===== config.mk =====
export PLATFORM = sky130hd
export DESIGN_NAME = pc_fetch_flat
export DESIGN_NICKNAME = d
export VERILOG_FILES = /design/src/rtl/pc_fetch_if.sv /design/src/rtl/pc_fetch.sv /design/src/flat_wrapper.sv
export SDC_FILE = /design/constraint.sdc
export NUM_CORES = 1
export LEC_CHECK = 0
export CAP_MARGIN = 5
export CORE_MARGIN = 2
export CORE_UTILIZATION = 32
export DETAILED_ROUTE_END_ITERATION = 8
export GPL_TIMING_DRIVEN = 0
export PLACE_DENSITY = 0.61
export SETUP_SLACK_MARGIN = 0.1
export SLEW_MARGIN = 20
export SYNTH_ARGS = -nofsm -noshare
export SYNTH_HDL_FRONTEND = slang
export SYNTH_SLANG_ARGS = --single-unit

===== constraint.sdc =====
create_clock -name clk -period 5.05 [get_ports clk]
set_input_delay 0.7575 -clock clk [delete_from_list [all_inputs] [get_ports clk]]
set_output_delay 0.7575 -clock clk [all_outputs]
set_load 0.005 [all_outputs]

===== src/rtl/pc_fetch_if.sv =====
// Instruction-memory request/response bus between the fetch stage and memory.
interface pc_fetch_if;
    logic        IReqValid;
    logic        IReqReady;
    logic [31:0] IAddr;
    logic        IRespValid;
    logic [31:0] IRespData;

    modport master (
        output IReqValid, IAddr,
        input  IReqReady, IRespValid, IRespData
    );

    modport slave (
        input  IReqValid, IAddr,
        output IReqReady, IRespValid, IRespData
    );
endinterface


===== src/rtl/pc_fetch.sv =====
// Fetch stage: one-outstanding instruction request, redirect squashing,
// and a 2-entry in-order {pc, instr} buffer feeding decode.
module pc_fetch #(
    parameter logic [31:0] RESET_PC = 32'h0000_0000
) (
    input  logic        clk,
    input  logic        rst,
    input  logic [31:0] NPC,
    input  logic        Redirect,
    output logic [31:0] PC,
    pc_fetch_if.master  imem,
    output logic        InstrValid,
    output logic [31:0] Instr,
    output logic [31:0] InstrPC,
    input  logic        DecReady
);

    typedef enum logic [1:0] {
        IDLE = 2'd0,
        WAIT = 2'd1,
        DROP = 2'd2
    } state_t;

    state_t      state;
    logic [1:0]  count;
    logic [31:0] pc_q;
    logic [31:0] tag;
    logic [31:0] buf_pc    [2];
    logic [31:0] buf_instr [2];

    logic accept;
    logic push;
    logic pop;

    // Requests are only issued with a free buffer slot, so a push never overflows.
    assign imem.IReqValid = !rst && (state == IDLE) && (count != 2'd2);
    assign imem.IAddr     = pc_q;
    assign PC             = pc_q;

    assign InstrValid = !rst && (count != 2'd0);
    assign Instr      = buf_instr[0];
    assign InstrPC    = buf_pc[0];

    assign accept = imem.IReqValid && imem.IReqReady;
    assign push   = (state == WAIT) && imem.IRespValid && !Redirect;
    assign pop    = InstrValid && DecReady && !Redirect;

    always_ff @(posedge clk) begin
        if (rst) begin
            pc_q  <= RESET_PC;
            state <= IDLE;
            count <= '0;
        end else begin
            case (state)
                IDLE: begin
                    if (accept) begin
                        state <= Redirect ? DROP : WAIT;
                        tag   <= pc_q;
                    end
                end
                WAIT: begin
                    if (imem.IRespValid) state <= IDLE;
                    else if (Redirect)   state <= DROP;
                end
                DROP: begin
                    if (imem.IRespValid) state <= IDLE;
                end
                default: state <= IDLE;
            endcase

            if (Redirect)    pc_q <= {NPC[31:2], 2'b00};
            else if (accept) pc_q <= pc_q + 32'd4;

            if (Redirect) count <= '0;
            else          count <= count + {1'b0, push} - {1'b0, pop};

            // Pop shifts the tail forward; a same-cycle push lands behind the
            // surviving entry, so the later write to slot 0 wins when count was 1.
            if (pop) begin
                buf_pc[0]    <= buf_pc[1];
                buf_instr[0] <= buf_instr[1];
            end
            if (push) begin
                if ((count == 2'd0) || ((count == 2'd1) && pop)) begin
                    buf_pc[0]    <= tag;
                    buf_instr[0] <= imem.IRespData;
                end else begin
                    buf_pc[1]    <= tag;
                    buf_instr[1] <= imem.IRespData;
                end
            end
        end
    end

endmodule


===== src/flat_wrapper.sv =====
// flat-port wrapper written by rule: the top's interface ports become plain ports
module pc_fetch_flat 
#(
    parameter logic [31:0] RESET_PC = 32'h0000_0000
)
  (clk, rst, NPC, Redirect, PC, InstrValid, Instr, InstrPC, DecReady, imem_IReqValid, imem_IAddr, imem_IReqReady, imem_IRespValid, imem_IRespData);
  pc_fetch_if imem_i ();
  input  logic clk;
  input  logic rst;
  input  logic [31:0] NPC;
  input  logic Redirect;
  output logic [31:0] PC;
  output logic InstrValid;
  output logic [31:0] Instr;
  output logic [31:0] InstrPC;
  input  logic DecReady;
  output wire logic [$bits(imem_i.IReqValid)-1:0] imem_IReqValid;
  output wire logic [$bits(imem_i.IAddr)-1:0] imem_IAddr;
  input wire logic [$bits(imem_i.IReqReady)-1:0] imem_IReqReady;
  input wire logic [$bits(imem_i.IRespValid)-1:0] imem_IRespValid;
  input wire logic [$bits(imem_i.IRespData)-1:0] imem_IRespData;
  assign imem_IReqValid = imem_i.IReqValid;
  assign imem_IAddr = imem_i.IAddr;
  assign imem_i.IReqReady = imem_IReqReady;
  assign imem_i.IRespValid = imem_IRespValid;
  assign imem_i.IRespData = imem_IRespData;
  pc_fetch #(.RESET_PC(RESET_PC)) u_core (.clk(clk), .rst(rst), .NPC(NPC), .Redirect(Redirect), .PC(PC), .imem(imem_i), .InstrValid(InstrValid), .Instr(Instr), .InstrPC(InstrPC), .DecReady(DecReady));
endmodule

Word-level counts from Yosys, hierarchy flattened
Memories as Yosys holds them, arrays and structs flattened.
Cells that the tools add are included.
Widths: inputs -> output; s select.
Word-level totals
  memories kept: 2
  bits in registers: 68
  bits in writable memories: 128
  input port bits: 70
  word-level logic and storage cells: 60
  output and inout bits: 130
Operators by class
  reductions and logical operators: 19
  muxes and demuxes: 21
  add/sub/neg operators: 3
  bitwise gates (word level): 3
  equality and inequality tests: 7
Memories
  u_core.buf_instr: words 2, width 32, rd ports 2, clocked after Yosys merged registers in 0, wr ports 2, RTL line pc_fetch.sv:29  | logic [31:0] buf_instr [2];
  u_core.buf_pc: words 2, width 32, rd ports 2, clocked after Yosys merged registers in 0, wr ports 2, RTL line pc_fetch.sv:28  | logic [31:0] buf_pc [2];
Operators with widths (count)
  $mux 32: 4
  $add 32x3->32 const B: 1
  $mux 1: 11
  $mux 2: 5
  $logic_and 1x1->1: 9
  $pmux 2 s3: 1
  $reduce_and 3->1: 2
  $eq 2x1->1 const B: 2
  $logic_not 2->1: 2
  $ne 2x2->1 const B: 2
  $reduce_bool 2->1: 2
  $ne 3x3->1 const B: 1
  $add 2x1->2: 1
  $eq 2x2->1 const B: 1
  $logic_not 1->1: 2
  $ne 2x1->1 const B: 1
  $or 1x1->1: 2
  $reduce_or 2->1: 1
  $sub 2x1->2: 1
  $logic_or 1x1->1: 1
  $not 1->1: 1

Longest topological paths before layout
Gate-level depths: netlist of the first run.
  depth in word-level cells: 11
  gate-level depth with buffers: 9
  depth with buffers taken out: 8

Least setup slack after synthesis of the first run
OpenSTA, ideal clock, no wires.
  path kind: in2reg
  start point: input Redirect
  end point: memory u_core.buf_instr[1][0], in the netlist u_core.buf_instr[0][32], enable pin
  required time: 4.560 ns
  stages on the path: 3
  arrival time: 3.954 ns
  setup slack: 0.607 ns
  cells stage by stage: clkbuf_1 > nor4_1 > nor2b_1
RTL lines
  start, declared: RTL line flat_wrapper.sv:11  | input logic Redirect;
  end, declared: RTL line pc_fetch.sv:29

==> flow_summary.ini, run 1 <==
[run_status]
status = finished clean

[timing]
hold-worst-slack_ns = 0.447
fmax_mhz = 274
rsz0062_at_grt = false
finalHoldViolations = 0
setup-violations-final = 0
finalCriticalPeriod_ns = 3.65
worst_pin_slew_ns = 0.856
fin_crit_sh = 0.723
fin_ws_ns = 1.40
clock_skew_ns = 0.0104
slew_violations = 0
slew_headroom = 0.430

[clocking]
worstSkewPairLatency_ns = 0.42
cts_tree = done
cts_resized = 0
cts_buffer_depth = 2
h-tree-depth = 4
clk_pin_slew_ns = 0.06
cts_sinks = 188
post_cts_buffers = 0
clockRootBuffer = clkbuf_16
cts_buffers = 17
ctsHoldBuffers = 0

[critical_path]
cp-startpoint = imem_IRespValid
rr_startpoint = u_core.state[0]
end_kind = flop
critPathKind = input port to flop
start_kind = input port
crit_required_ns = 5.14
crit_fanout = 47
worstPathArrival_ns = 3.74

[power_and_ir_drop]
ir_drop_uv = 167
leakage_nw = 3.87
p_per_area_nw_per_um2 = 297

[logic_synthesis]
netlist_top_cells_area = edfxtp_1, buf_4, mux2_2
synth_edf_count = 154
ys_seq_area_frac = 0.657
ys_types = 42
syn_area_um2 = 8070
ys_ff_latch = 188
syn_area_per_cell_um2 = 14.2
yosysTopAreaCellShare = 0.573
synth_common_cells = edfxtp_1, buf_4, mux2_2
synth_ff_type = edfxtp_1
synth_most_common_cell = edfxtp_1
syn_inst = 568
yosysTopAreaCell = edfxtp_1
ys_warn_count = 0
async_flop_share = 0

[global_route]
grt_start_max_net_pins = 48
antenna_found_initial = 1
first_global_vias = 4820
grt.total_usage = 0.141
met3_usage = 0.0341
grt-ovfl-total = 0
grt_use_met2 = 0.220
grt_pass1_wl_mm = 28.1
use_met1 = 0.195
grt.busiest_layer = met2

[finish]
syn_to_final_growth_pct = 36.8
drive_gt1_frac = 0.256
final_nets = 857
fin_cells = 1127
final_util = 0.442

[run]
drv_cap = 0

[placement]
place.gp.congestion = 0.816
io_buffer_count = 189
dp.cells = 1095
place_ws_ns = 0.906
hpwl_mm = 13.1

[die]
core_area_um2 = 25000
die_area_um2 = 26500
row_count = 58
pin_count = 200
start_util = 0.323
die_w_um = 163
die_h_um = 163

[route]
drt_iter0_drc = 329
vias = 4991
drt_first_pass_iters = 4
vias_per_cell = 4.43
avgRoutedWirePerCell_um = 16.4
post-route-drc-count = 0
drt-total-wl_mm = 18.5
postRouteAntennaNets = 0

[min_path]
holdCritStartpoint = u_core.tag[23]
hold_class = flop to flop
[placed cells by master, fill, tap and decap left out, drive strengths merged, types with 2 or more instances in the layout]
cell / count
mux2: 64
inv: 12
buf: 110
a21oi: 8
edfxtp: 154
nor2: 29
dfxtp: 34
conb: 6
nor2b: 2
nand4: 16
ha: 3
nor3: 10
and4: 4
bufinv: 2
or2: 2
clkinv: 2
nand2: 17
clkinvlp: 4
a211oi: 18
o21ai: 2
clkdlybuf4s50: 189
xor2: 13
nand3: 12
and2: 4
xnor2: 13
or3: 3
and3: 9
clkbuf: 32
a22o: 3
nor4: 8
[sequential cells by signal, summed over array words and instances, names as in the netlist]
register and flops:
u_core.PC 30, u_core.buf_instr 64, u_core.buf_pc 60, u_core.count 2, u_core.state 2, u_core.tag 30
[per-layer routing]
metal | routed length, µm | share of wire
met5 | 0 | 0
met4 | 235 | 0.013
met3 | 906 | 0.049
met2 | 8560 | 0.46
met1 | 8790 | 0.48
[report_power, final]
| group | switching (W) | total, W | leakage [nW] | internal [W] |
|---|---|---|---|---|
| Combinational | 0.0000790 | 0.000229 | 1.94 | 0.000150 |
| Sequential | 0.0000462 | 0.00175 | 1.68 | 0.00170 |
| Clock | 0.000573 | 0.00130 | 0.258 | 0.000728 |
| Total | 0.000698 | 0.00328 | 3.87 | 0.00258 |
[cell families after synthesis]
logic type	Yosys count	share of synthesized area
AO/OA/AOI/OAI	36	0.0313
XOR/XNOR	26	0.0282
adder cells (fa/ha/maj)	3	0.00465
buffers and inverters	129	0.109
flip-flops	188	0.657
multiplexers	65	0.0905
other	1	0.000465
AND/OR/NAND/NOR	120	0.0781
[per-stage QoR]
step / TNS, ns / power, W / instance area [µm²]
global route: 0 / 0.00340 / 11000
floorplan: 0 / 0.00185 / 8090
finish: 0 / 0.00328 / 11000
CTS: 0 / 0.00332 / 11000
detailed placement: 0 / 0.00201 / 10500
global placement: -102.59 / 0.00201 / 10400
[worst max-delay path: stages]
cell and delay [ns]:
clkdlybuf4s50_1 0.53, nand2_1 0.09, nor4_1 0.23, and2_1 0.18, clkbuf_1 0.64, clkbuf_1 0.55
or2_4 0.43, buf_16 0.27
[worst paths after layout]
path | slack, ns | cells after the start | end
hold reg to reg | 0.45 | 0 | u_core.buf_pc[0][55]
setup / recovery | 1.40 | 8 | u_core.buf_pc[0][9]
hold / removal | 0.45 | 0 | u_core.buf_pc[0][55]
setup reg to reg | 1.87 | 7 | u_core.buf_pc[0][9]
[cell type report]
cell class / instances / area, µm²
multi-input cells: 256 / 1910
clock inverters: 10 / 116
plain buffers: 119 / 846
diodes: 1 / 2.50
fillers: 2298 / 13900
inverters: 10 / 37.5
flip-flops and latches: 188 / 5310
repair buffers: 192 / 1970
clock buffers: 21 / 440
well taps: 330 / 413
Power figures use the tool's default switching activity.
==> inputs of run 2 (changes only) <==
==> constraint.sdc (replaced) <==
create_clock -name clk -period 3.5 [get_ports clk]
set_input_delay 0.525 -clock clk [delete_from_list [all_inputs] [get_ports clk]]
set_output_delay 0.525 -clock clk [all_outputs]
set_load 0.005 [all_outputs]
==> flow_summary.ini, run 2 (synthesized netlist as in run 1, its figures left out) <==
[run_status]
status = finished clean

[die]
row_count = 58
start_util = 0.323
pin_count = 200
core_area_um2 = 25000
die_h_um = 163
die_w_um = 163
die_area_um2 = 26500

[placement]
place.gp.congestion = 0.773
hpwl_mm = 13.3
dp.cells = 1096
place_ws_ns = -0.482
io_buffer_count = 189

[clocking]
post_cts_buffers = 0
cts_buffer_depth = 2
worstSkewPairLatency_ns = 0.43
clockRootBuffer = clkbuf_16
clk_pin_slew_ns = 0.07
cts_sinks = 188
cts_tree = done
h-tree-depth = 4
cts_buffers = 17

[power_and_ir_drop]
p_comb_frac = 0.067
p_per_area_nw_per_um2 = 441
ir_drop_uv = 208
p_sw_w = 0.00103
clock_power_share = 0.419
seq_power_share = 0.514
total_power_w = 0.00491
p_sw_frac = 0.211
leakage_nw = 3.93
p_int_w = 0.00387

[finish]
final_nets = 858
final_common_cell = clkdlybuf4s50_1
fin_cells = 1128
antenna_cells = 0
drive_gt1_frac = 0.262
layout_common_cells = clkdlybuf4s50_1, edfxtp_1, buf_4
regMostFlops = u_core.buf_instr
reg_top3 = u_core.buf_instr (64), u_core.buf_pc (60)
largest_reg_flops = 64
syn_to_final_growth_pct = 37.8

[timing]
fin_crit_sh = 0.900
hold-worst-slack_ns = 0.449
finalCriticalPeriod_ns = 3.15
setup_tns_ns = 0
finalHoldViolations = 0
slew_headroom = 0.513
worst_pin_slew_ns = 0.729
setup-violations-final = 0
slew_violations = 0
clock_skew_ns = 0.0130
rsz0062_at_grt = false
fin_ws_ns = 0.351
fmax_mhz = 318

[critical_path]
crit_fanout = 40
start_kind = input port
end_kind = flop
crit_required_ns = 3.61
r2r_cells = 7
critPathKind = input port to flop
worstPathArrival_ns = 3.25

[global_route]
grt.busiest_layer = met2
first_global_vias = 4785
grt_use_met2 = 0.232
use_met1 = 0.187
grt-ovfl-total = 0
grt_start_max_net_pins = 41
grt_pass1_wl_mm = 28.1
grt.total_usage = 0.142
met3_usage = 0.0359
antenna_found_initial = 0

[run]
drv_cap = 0

[min_path]
min_path_cells = 0
hold_class = flop to flop

[route]
postRouteAntennaNets = 0
vias = 4947
post-route-drc-count = 0
vias_per_cell = 4.39
avgRoutedWirePerCell_um = 16.6
drt-total-wl_mm = 18.7
drt_iter0_drc = 256
drt_first_pass_iters = 4
-- run 2: stage by stage --
step,area [µm²],util
global placement,10400,0.417
detailed placement,10500,0.421
global route,11100,0.446
finish,11100,0.446
floorplan,8090,-
CTS,11100,0.446
-- run 2: final timing paths --
| path | startpoint | end | slack [ns] |
|---|---|---|---|
| setup / recovery | imem_IRespValid | u_core.buf_instr[0][22] | 0.35 |
| hold / removal | u_core.tag[22] | u_core.buf_pc[0][54] | 0.45 |
| setup reg to reg | u_core.state[0] | u_core.buf_instr[0][22] | 0.56 |
| hold reg to reg | u_core.tag[22] | u_core.buf_pc[0][54] | 0.45 |
-- run 2: repair_timing --
item | CTS | global route
resized for setup | 1 | 0
endpoints found under the setup margin | 40 | 0
hold buffers | 0 | 0
-- run 2: area by class of cell --
type	count	area [µm²]
buffer	119	847
clock buffer	18	429
clock inverter	14	191
fill	2305	13800
inverter	10	37.5
multi-input combinational	256	1910
sequential	188	5310
tap	330	413
timing repair buffer	193	1990
-- run 2: metal layers --
metal | up-vias | wire length (µm)
li1 | 2425 | -
met1 | 2371 | 8550
met2 | 137 | 8940
met3 | 14 | 911
met4 | 0 | 263
met5 | - | 0
-- run 2: power groups by stage --
stage	combinational, W	clock, W	sequential (W)
final	0.000330	0.00206	0.00252
after global placement	0.000329	0	0.00257
after detailed placement	0.000331	0	0.00257
after global routing	0.000358	0.00220	0.00253
after CTS	0.000334	0.00211	0.00252
after floorplan	0.000126	0	0.00255
-- run 2: critical path, stage by stage --
cell,delay (ns)
clkdlybuf4s50_1,0.53
nand2_1,0.09
nor4_1,0.25
and2_1,0.18
clkbuf_2,0.33
clkbuf_1,0.52
or2_4,0.50
buf_16,0.27
